## src/rtl/io_pkg.sv

```systemverilog
// Shared constants for the IO responder: data width, port map and
// status register bit positions.
package io_pkg;

   localparam int DW = 8;

   typedef enum logic [1:0] {
      P_DATA = 2'd0,
      P_STAT = 2'd1,
      P_GPO  = 2'd2,
      P_GPI  = 2'd3
   } port_e;

   localparam int ST_IN_NE    = 0;
   localparam int ST_OUT_FULL = 1;
   localparam int ST_IRQ      = 2;
   localparam int ST_IN_OVF   = 3;
   localparam int ST_OUT_OVF  = 4;

endpackage

```

## src/rtl/io_responder_if.sv

```systemverilog
// CPU port bus plus the input/output byte streams of the IO responder.
// master drives requests and stream data; slave is the responder.
interface io_responder_if;
   import io_pkg::*;

   logic          io_rd;
   logic          io_wr;
   logic [DW-1:0] io_addr;
   logic [DW-1:0] io_wdata;
   logic [DW-1:0] io_rdata;
   logic          in_valid;
   logic          in_ready;
   logic [DW-1:0] in_data;
   logic          out_valid;
   logic          out_ready;
   logic [DW-1:0] out_data;

   modport master (
      output io_rd, io_wr, io_addr, io_wdata,
      output in_valid, in_data, out_ready,
      input  io_rdata, in_ready, out_valid, out_data
   );

   modport slave (
      input  io_rd, io_wr, io_addr, io_wdata,
      input  in_valid, in_data, out_ready,
      output io_rdata, in_ready, out_valid, out_data
   );

endinterface

```

## src/rtl/io_fifo.sv

```systemverilog
// Synchronous FIFO; push is refused when full and pop when empty, both
// judged on the count before this edge.
module io_fifo #(
   parameter int WIDTH = 8,
   parameter int DEPTH = 4
) (
   input  logic             clk,
   input  logic             rst,
   input  logic             i_push,
   input  logic [WIDTH-1:0] i_wdata,
   input  logic             i_pop,
   output logic [WIDTH-1:0] o_rdata,
   output logic             o_full,
   output logic             o_empty
);

   localparam int AW = (DEPTH > 1) ? $clog2(DEPTH) : 1;
   typedef logic [AW:0] cnt_t;

   logic [WIDTH-1:0] r_mem [DEPTH];
   logic [AW-1:0]    r_wptr;
   logic [AW-1:0]    r_rptr;
   cnt_t             r_cnt;
   logic             w_push;
   logic             w_pop;

   assign o_full  = (r_cnt == cnt_t'(DEPTH));
   assign o_empty = (r_cnt == '0);
   assign o_rdata = r_mem[r_rptr];
   assign w_push  = i_push & ~o_full;
   assign w_pop   = i_pop & ~o_empty;

   always_ff @(posedge clk) begin
      if (w_push) r_mem[r_wptr] <= i_wdata;
   end

   always_ff @(posedge clk or posedge rst) begin
      if (rst) begin
         r_wptr <= '0;
         r_rptr <= '0;
         r_cnt  <= '0;
      end else begin
         if (w_push) r_wptr <= r_wptr + 1'b1;
         if (w_pop)  r_rptr <= r_rptr + 1'b1;
         r_cnt <= r_cnt + cnt_t'(w_push) - cnt_t'(w_pop);
      end
   end

endmodule

```

## src/rtl/io_responder.sv

```systemverilog
// Four-port CPU IO responder: byte FIFOs in/out, status, GPIO.
// Define IO_RESPONDER_IRQ_EN to enable the input-arrival interrupt.
module io_responder
   import io_pkg::*;
#(
   parameter int DEPTH = 4
) (
   input  logic          clk,
   input  logic          rst,
   io_responder_if.slave bus,
   input  logic [DW-1:0] gpio_in,
   output logic [DW-1:0] gpio_out,
   input  logic          cli,
   output logic          irq
);

   port_e         w_port;
   logic          w_rd;
   logic          w_wr;
   logic          w_in_push;
   logic          w_in_pop;
   logic          w_in_full;
   logic          w_in_empty;
   logic [DW-1:0] w_in_head;
   logic          w_out_push;
   logic          w_out_full;
   logic          w_out_empty;
   logic          w_stat_wr;
   logic          w_irq_pend;
   logic [DW-1:0] w_status;
   logic [DW-1:0] w_rdata;
   logic          w_unused;

   logic          r_in_ovf;
   logic          r_out_ovf;
   logic [DW-1:0] r_gpio_out;
   logic [DW-1:0] r_sync1;
   logic [DW-1:0] r_sync2;

   // A read wins over a coincident write.
   assign w_port     = port_e'(bus.io_addr[1:0]);
   assign w_rd       = bus.io_rd;
   assign w_wr       = bus.io_wr & ~bus.io_rd;
   assign w_in_push  = bus.in_valid & ~w_in_full;
   assign w_in_pop   = w_rd & (w_port == P_DATA);
   assign w_out_push = w_wr & (w_port == P_DATA);
   assign w_stat_wr  = w_wr & (w_port == P_STAT);

   io_fifo #(.WIDTH(DW), .DEPTH(DEPTH)) u_in_fifo (
      .clk     (clk),
      .rst     (rst),
      .i_push  (bus.in_valid),
      .i_wdata (bus.in_data),
      .i_pop   (w_in_pop),
      .o_rdata (w_in_head),
      .o_full  (w_in_full),
      .o_empty (w_in_empty)
   );

   io_fifo #(.WIDTH(DW), .DEPTH(DEPTH)) u_out_fifo (
      .clk     (clk),
      .rst     (rst),
      .i_push  (w_out_push),
      .i_wdata (bus.io_wdata),
      .i_pop   (bus.out_ready),
      .o_rdata (bus.out_data),
      .o_full  (w_out_full),
      .o_empty (w_out_empty)
   );

   assign bus.in_ready  = ~w_in_full;
   assign bus.out_valid = ~w_out_empty;

   always_ff @(posedge clk or posedge rst) begin
      if (rst) begin
         r_in_ovf   <= 1'b0;
         r_out_ovf  <= 1'b0;
         r_gpio_out <= '0;
         r_sync1    <= '0;
         r_sync2    <= '0;
      end else begin
         r_sync1 <= gpio_in;
         r_sync2 <= r_sync1;
         if (w_wr && (w_port == P_GPO)) r_gpio_out <= bus.io_wdata;
         r_in_ovf  <= (bus.in_valid & w_in_full) |
                      (r_in_ovf & ~(w_stat_wr & bus.io_wdata[ST_IN_OVF]));
         r_out_ovf <= (w_out_push & w_out_full) |
                      (r_out_ovf & ~(w_stat_wr & bus.io_wdata[ST_OUT_OVF]));
      end
   end

`ifdef IO_RESPONDER_IRQ_EN
   logic r_irq_pend;

   // A fresh arrival outranks a coincident clear.
   always_ff @(posedge clk or posedge rst) begin
      if (rst) r_irq_pend <= 1'b0;
      else     r_irq_pend <= (w_in_empty & w_in_push) | (r_irq_pend & ~cli);
   end

   assign w_irq_pend = r_irq_pend;
`else
   assign w_irq_pend = 1'b0;
`endif

   always_comb begin
      w_status              = '0;
      w_status[ST_IN_NE]    = ~w_in_empty;
      w_status[ST_OUT_FULL] = w_out_full;
      w_status[ST_IRQ]      = w_irq_pend;
      w_status[ST_IN_OVF]   = r_in_ovf;
      w_status[ST_OUT_OVF]  = r_out_ovf;
   end

   always_comb begin
      w_rdata = '0;
      unique case (w_port)
         P_DATA: if (!w_in_empty) w_rdata = w_in_head;
         P_STAT: w_rdata = w_status;
         P_GPO:  w_rdata = r_gpio_out;
         P_GPI:  w_rdata = r_sync2;
      endcase
   end

   assign bus.io_rdata = w_rdata;
   assign gpio_out     = r_gpio_out;
   assign irq          = w_irq_pend;
   assign w_unused     = ^{bus.io_addr[DW-1:2], cli};

endmodule

```

## src/flat_wrapper.sv

```systemverilog
// flat-port wrapper written by rule: the top's interface ports become plain ports
module io_responder_flat import io_pkg::*;
#(
   parameter int DEPTH = 4
)
  (clk, rst, gpio_in, gpio_out, cli, irq, bus_io_rd, bus_io_wr, bus_io_addr, bus_io_wdata, bus_in_valid, bus_in_data, bus_out_ready, bus_io_rdata, bus_in_ready, bus_out_valid, bus_out_data);
  io_responder_if bus_i ();
  input  logic clk;
  input  logic rst;
  input  logic [DW-1:0] gpio_in;
  output logic [DW-1:0] gpio_out;
  input  logic cli;
  output logic irq;
  input wire logic [$bits(bus_i.io_rd)-1:0] bus_io_rd;
  input wire logic [$bits(bus_i.io_wr)-1:0] bus_io_wr;
  input wire logic [$bits(bus_i.io_addr)-1:0] bus_io_addr;
  input wire logic [$bits(bus_i.io_wdata)-1:0] bus_io_wdata;
  input wire logic [$bits(bus_i.in_valid)-1:0] bus_in_valid;
  input wire logic [$bits(bus_i.in_data)-1:0] bus_in_data;
  input wire logic [$bits(bus_i.out_ready)-1:0] bus_out_ready;
  output wire logic [$bits(bus_i.io_rdata)-1:0] bus_io_rdata;
  output wire logic [$bits(bus_i.in_ready)-1:0] bus_in_ready;
  output wire logic [$bits(bus_i.out_valid)-1:0] bus_out_valid;
  output wire logic [$bits(bus_i.out_data)-1:0] bus_out_data;
  assign bus_i.io_rd = bus_io_rd;
  assign bus_i.io_wr = bus_io_wr;
  assign bus_i.io_addr = bus_io_addr;
  assign bus_i.io_wdata = bus_io_wdata;
  assign bus_i.in_valid = bus_in_valid;
  assign bus_i.in_data = bus_in_data;
  assign bus_i.out_ready = bus_out_ready;
  assign bus_io_rdata = bus_i.io_rdata;
  assign bus_in_ready = bus_i.in_ready;
  assign bus_out_valid = bus_i.out_valid;
  assign bus_out_data = bus_i.out_data;
  io_responder #(.DEPTH(DEPTH)) u_core (.clk(clk), .rst(rst), .bus(bus_i), .gpio_in(gpio_in), .gpio_out(gpio_out), .cli(cli), .irq(irq));
endmodule
```

## config.mk

```make
export PLATFORM = sky130hd
export DESIGN_NAME = io_responder_flat
export DESIGN_NICKNAME = d
export VERILOG_FILES = /design/src/rtl/io_pkg.sv /design/src/rtl/io_responder_if.sv /design/src/rtl/io_fifo.sv /design/src/rtl/io_responder.sv /design/src/flat_wrapper.sv
export SDC_FILE = /design/constraint.sdc
export NUM_CORES = 1
export LEC_CHECK = 0
export BUFFER_PORTS_ARGS = -buffer_cell sky130_fd_sc_hd__buf_2
export CAP_MARGIN = 20
export CORE_ASPECT_RATIO = 0.7
export CORE_UTILIZATION = 58
export CTS_BUF_LIST = sky130_fd_sc_hd__clkbuf_2 sky130_fd_sc_hd__clkbuf_4 sky130_fd_sc_hd__clkbuf_8
export DETAILED_ROUTE_END_ITERATION = 8
export PLACE_DENSITY = 0.89
export SLEW_MARGIN = 40
export SYNTH_ARGS = -nofsm -noshare
export SYNTH_HDL_FRONTEND = slang
export SYNTH_SLANG_ARGS = --single-unit
```

## constraint.sdc

```tcl
create_clock -name clk -period 3.2 [get_ports clk]
set_input_delay 0.32 -clock clk [delete_from_list [all_inputs] [get_ports clk]]
set_output_delay 0.32 -clock clk [all_outputs]
set_load 0.02 [all_outputs]
```

==> metrics.txt <==
status complete, no violations; net count after synthesis 280; Lkg Pwr 1.88 nW; Slowest-stage cell, CP sky130_fd_sc_hd__dfrtp_1; mean cell area of the mapped netlist 18.2 um^2; DRC Markers 0; number of nets in the layout 339; clock tree sinks 104; H-tree Lvls 3; setup repair after global routing missed its margin no; sequential element share of the synthesized area 70.2%; area of the placeable core 0.00685 mm^2; count of fill cells added during filler insertion 438; Post-Synth Adder-Cell Area 3.97%; xor and xnor area share after synthesis 2.53%; worst reg-to-reg setup slack 0.80 ns; final-report max-slew violation count 0; actual slew at the worst max-slew pin 0.667 ns; Post-synth EDFFs 64; post-synthesis compound-gate area fraction 2.77%; TritonCTS clock tree yes; Max IR drop VDD 484 uV; top_reg_cell synth sky130_fd_sc_hd__edfxtp_1; standard-cell rows 25; maximum operating frequency 0.404 GHz; via count of the first global-routing pass 2189; final weighted congestion in routability-driven placement 0.747; half-perimeter wire length of the detailed placement result 5.34 mm; CP max FO 6; overall track demand over capacity in global routing 21.6%; Post-Synthesis Cell Area 0.00416 mm^2; crit-path max cell delay 0.55 ns; length in cells of the worst reg-to-reg path 8; Die Footprint 0.00752 mm^2; FFs w/ async S/R, synth 38.5%; multi-input gate area in the final layout 0.00113 mm^2; boundary pin count 66; hold buffer count at CTS 0; largest family of logic cells by synthesized area multiplexers; time the final worst path needs with I/O delays and setup 2.48 ns; Die Y-Extent 72.9 um; ordered cell list for the critical path mux4_2 -> and3_1 -> a311o_1 -> buf_2; area growth from synthesis to layout 13.4%; number of buffers inserted to repair setup after CTS 0; Arr. time, crit path 2.16 ns; # resized after CTS 0; final number of setup-violating endpoints 0; synth warn 0; sort of element at the end of the critical path output port; post-route clock skew 0.00968 ns; Seq. cell area 0.00292 mm^2; Clock Tree Buf Depth 2; clk root buf sky130_fd_sc_hd__clkbuf_8; final hold viol count 0; count of inserted antenna diode cells 0; clock buffers created by TritonCTS 9; CP Launch Type register; detailed-route vias per instance 5.60; worst hold slack 0.0541 ns; share of layout cells above drive strength 1 35.5%; register bit total from synthesis 104; tightest slew margin relative to the limit 55.4%; class of the worst hold path in -> async; violation count after the first detailed-routing iteration 103; starting density of the core 60.7%; overflow left after global routing 0; number of iterations in the first detailed-routing pass 4; number of max-cap violations 0; first-pass GRT wire length 11.2 mm; pin count of the biggest net entering global routing 41; mux share of post-synthesis cell area 13.4%; remaining antenna violation count after routing 0; critical setup path kind reg -> out; fin crit share 77.4%; die width 103 um; Unique masters post-synth 35; power per unit of standard cell area 792 mW/mm^2; WP data required 2.88 ns; Detailed Route WL 7.31 mm; antenna violations before repair 0; clock latency on the worst-skew pair 0.36 ns; Wirelength per Cell 18.9 um; synthesized instance count 229; Reg clk slew, reported paths 0.09 ns; total via count in the routed design 2169; Total Negative Setup Slacks 0 ns; Port Buf Inserts 57; post-synthesis simple-gate area fraction 4.45%
## report_power, final
part | switching, W | leakage (nW) | internal (W)
Sequential | 0.000210 | 1.05 | 0.00166
Combinational | 0.000523 | 0.721 | 0.000513
Clock | 0.000408 | 0.110 | 0.000420
Total | 0.00114 | 1.88 | 0.00260
## path summary, 6_finish.rpt
path                                                             end                              startpoint
worst max register to register  u_core.u_out_fifo.r_cnt[2]$_DFF_PP0_    u_core.u_out_fifo.r_cnt[1]$_DFF_PP0_
max in group asynchronous                u_core.r_sync2[7]$_DFF_PP0_                                     rst
worst max-delay path                                 bus_io_rdata[1]  u_core.u_in_fifo.r_rptr[0]$_DFFE_PP0P_
worst min register to register           u_core.r_sync2[0]$_DFF_PP0_             u_core.r_sync1[0]$_DFF_PP0_
min in group clk                         u_core.r_sync1[2]$_DFF_PP0_                              gpio_in[2]
worst min-delay path                     u_core.r_sync1[3]$_DFF_PP0_                                     rst
## critical path, delay by kind of cell (launching register included)
| kind | cells | cell delay, ns |
|---|---|---|
| AOI/OAI and AO/OA | 1 | 0.34 |
| buffers and inverters | 1 | 0.17 |
| muxes | 1 | 0.54 |
| DFF | 1 | 0.55 |
| and+or+nand+nor | 1 | 0.19 |
## layout make-up
type | instances | share of cell area (%)
Inverter | 11 | 0.875
Sequential cell | 104 | 61.9
Tap cell | 94 | 2.49
Multi-Input combinational cell | 103 | 24.0
Clock buffer | 13 | 3.53
Clock inverter | 3 | 0.848
Timing Repair Buffer | 59 | 6.36
## cells in the mapped netlist, types with 2 or more instances
master                       n  share of area [%]
sky130_fd_sc_hd__edfxtp_1   64                 46
sky130_fd_sc_hd__dfrtp_1    40                 24
sky130_fd_sc_hd__mux4_2     16                8.7
sky130_fd_sc_hd__xnor2_1    12                2.5
sky130_fd_sc_hd__ha_1       10                3.0
sky130_fd_sc_hd__inv_1      10               0.90
sky130_fd_sc_hd__mux2_2      9                2.4
sky130_fd_sc_hd__mux2i_1     8                1.9
sky130_fd_sc_hd__and2_1      6               0.90
sky130_fd_sc_hd__o2bb2ai_1   6                1.3
sky130_fd_sc_hd__a21oi_1     5               0.60
sky130_fd_sc_hd__and3_1      5               0.75
sky130_fd_sc_hd__buf_2       4               0.48
sky130_fd_sc_hd__nor2_1      4               0.36
sky130_fd_sc_hd__nand3_1     3               0.36
sky130_fd_sc_hd__a21o_1      2               0.36
sky130_fd_sc_hd__buf_6       2               0.54
sky130_fd_sc_hd__clkbuf_1    2               0.18
sky130_fd_sc_hd__fa_1        2               0.96
sky130_fd_sc_hd__nand2_1     2               0.18
sky130_fd_sc_hd__nor3b_1     2               0.36
sky130_fd_sc_hd__or3_1       2               0.30
## flip-flops by register name, summed over array words and instances (netlist names)
register	cells
u_core.u_in_fifo.r_mem	32
u_core.u_in_fifo.r_cnt	3
u_core.u_in_fifo.r_wptr	2
u_core.u_in_fifo.r_rptr	2
u_core.gpio_out	8
u_core.u_out_fifo.r_cnt	3
u_core.u_out_fifo.r_wptr	2
u_core.r_out_ovf	1
u_core.r_in_ovf	1
u_core.r_sync1	8
u_core.r_sync2	8
u_core.u_out_fifo.r_mem	32
u_core.u_out_fifo.r_rptr	2
## cell families after synthesis
kind of cell | count (synthesis)
other cells | 1
xor+xnor | 12
flops | 104
buf+inv | 22
fa+ha+maj | 12
simple gates | 28
mux | 34
compound gates | 16
## layer usage
metal	up-vias	routed length (um)	GRT usage, %
met1	1108	3240	29.5
met2	88	3460	33.9
met4	0	69	5.48
li1	969	-	-
met3	4	541	7.28
met5	-	0	0
## cells in the final DEF (no fill, tap or decap), types with 2 or more instances in the layout
cell type / n
sky130_fd_sc_hd__edfxtp_1: 64
sky130_fd_sc_hd__fa_1: 2
sky130_fd_sc_hd__xnor2_1: 12
sky130_fd_sc_hd__nor3b_1: 2
sky130_fd_sc_hd__ha_1: 10
sky130_fd_sc_hd__clkbuf_4: 2
sky130_fd_sc_hd__or3_1: 2
sky130_fd_sc_hd__mux4_2: 16
sky130_fd_sc_hd__a21oi_1: 5
sky130_fd_sc_hd__dfrtp_1: 40
sky130_fd_sc_hd__clkinv_2: 2
sky130_fd_sc_hd__mux2i_1: 8
sky130_fd_sc_hd__nand3_1: 3
sky130_fd_sc_hd__a21o_1: 2
sky130_fd_sc_hd__and2_1: 6
sky130_fd_sc_hd__buf_2: 57
sky130_fd_sc_hd__nor2_1: 4
sky130_fd_sc_hd__buf_4: 2
sky130_fd_sc_hd__mux2_2: 9
sky130_fd_sc_hd__and3_1: 5
sky130_fd_sc_hd__inv_1: 10
sky130_fd_sc_hd__o2bb2ai_1: 6
sky130_fd_sc_hd__clkbuf_8: 11
sky130_fd_sc_hd__nand2_1: 2
## stage by stage
step | area (um^2) | setup WS [ns] | total power [W] | utilization (%) | cells
floorplan | 4160 | 0.863 | 0.00266 | - | 229
CTS | 4720 | 0.719 | 0.00376 | 68.9 | 387
global placement | 4510 | 0.920 | 0.00289 | 65.9 | 371
global route | 4720 | 0.644 | 0.00393 | 68.9 | 387
detailed placement | 4510 | 0.795 | 0.00295 | 65.9 | 371
finish | 4720 | 0.723 | 0.00374 | 68.9 | 387
No activity file was read; power rests on OpenSTA's default activity.
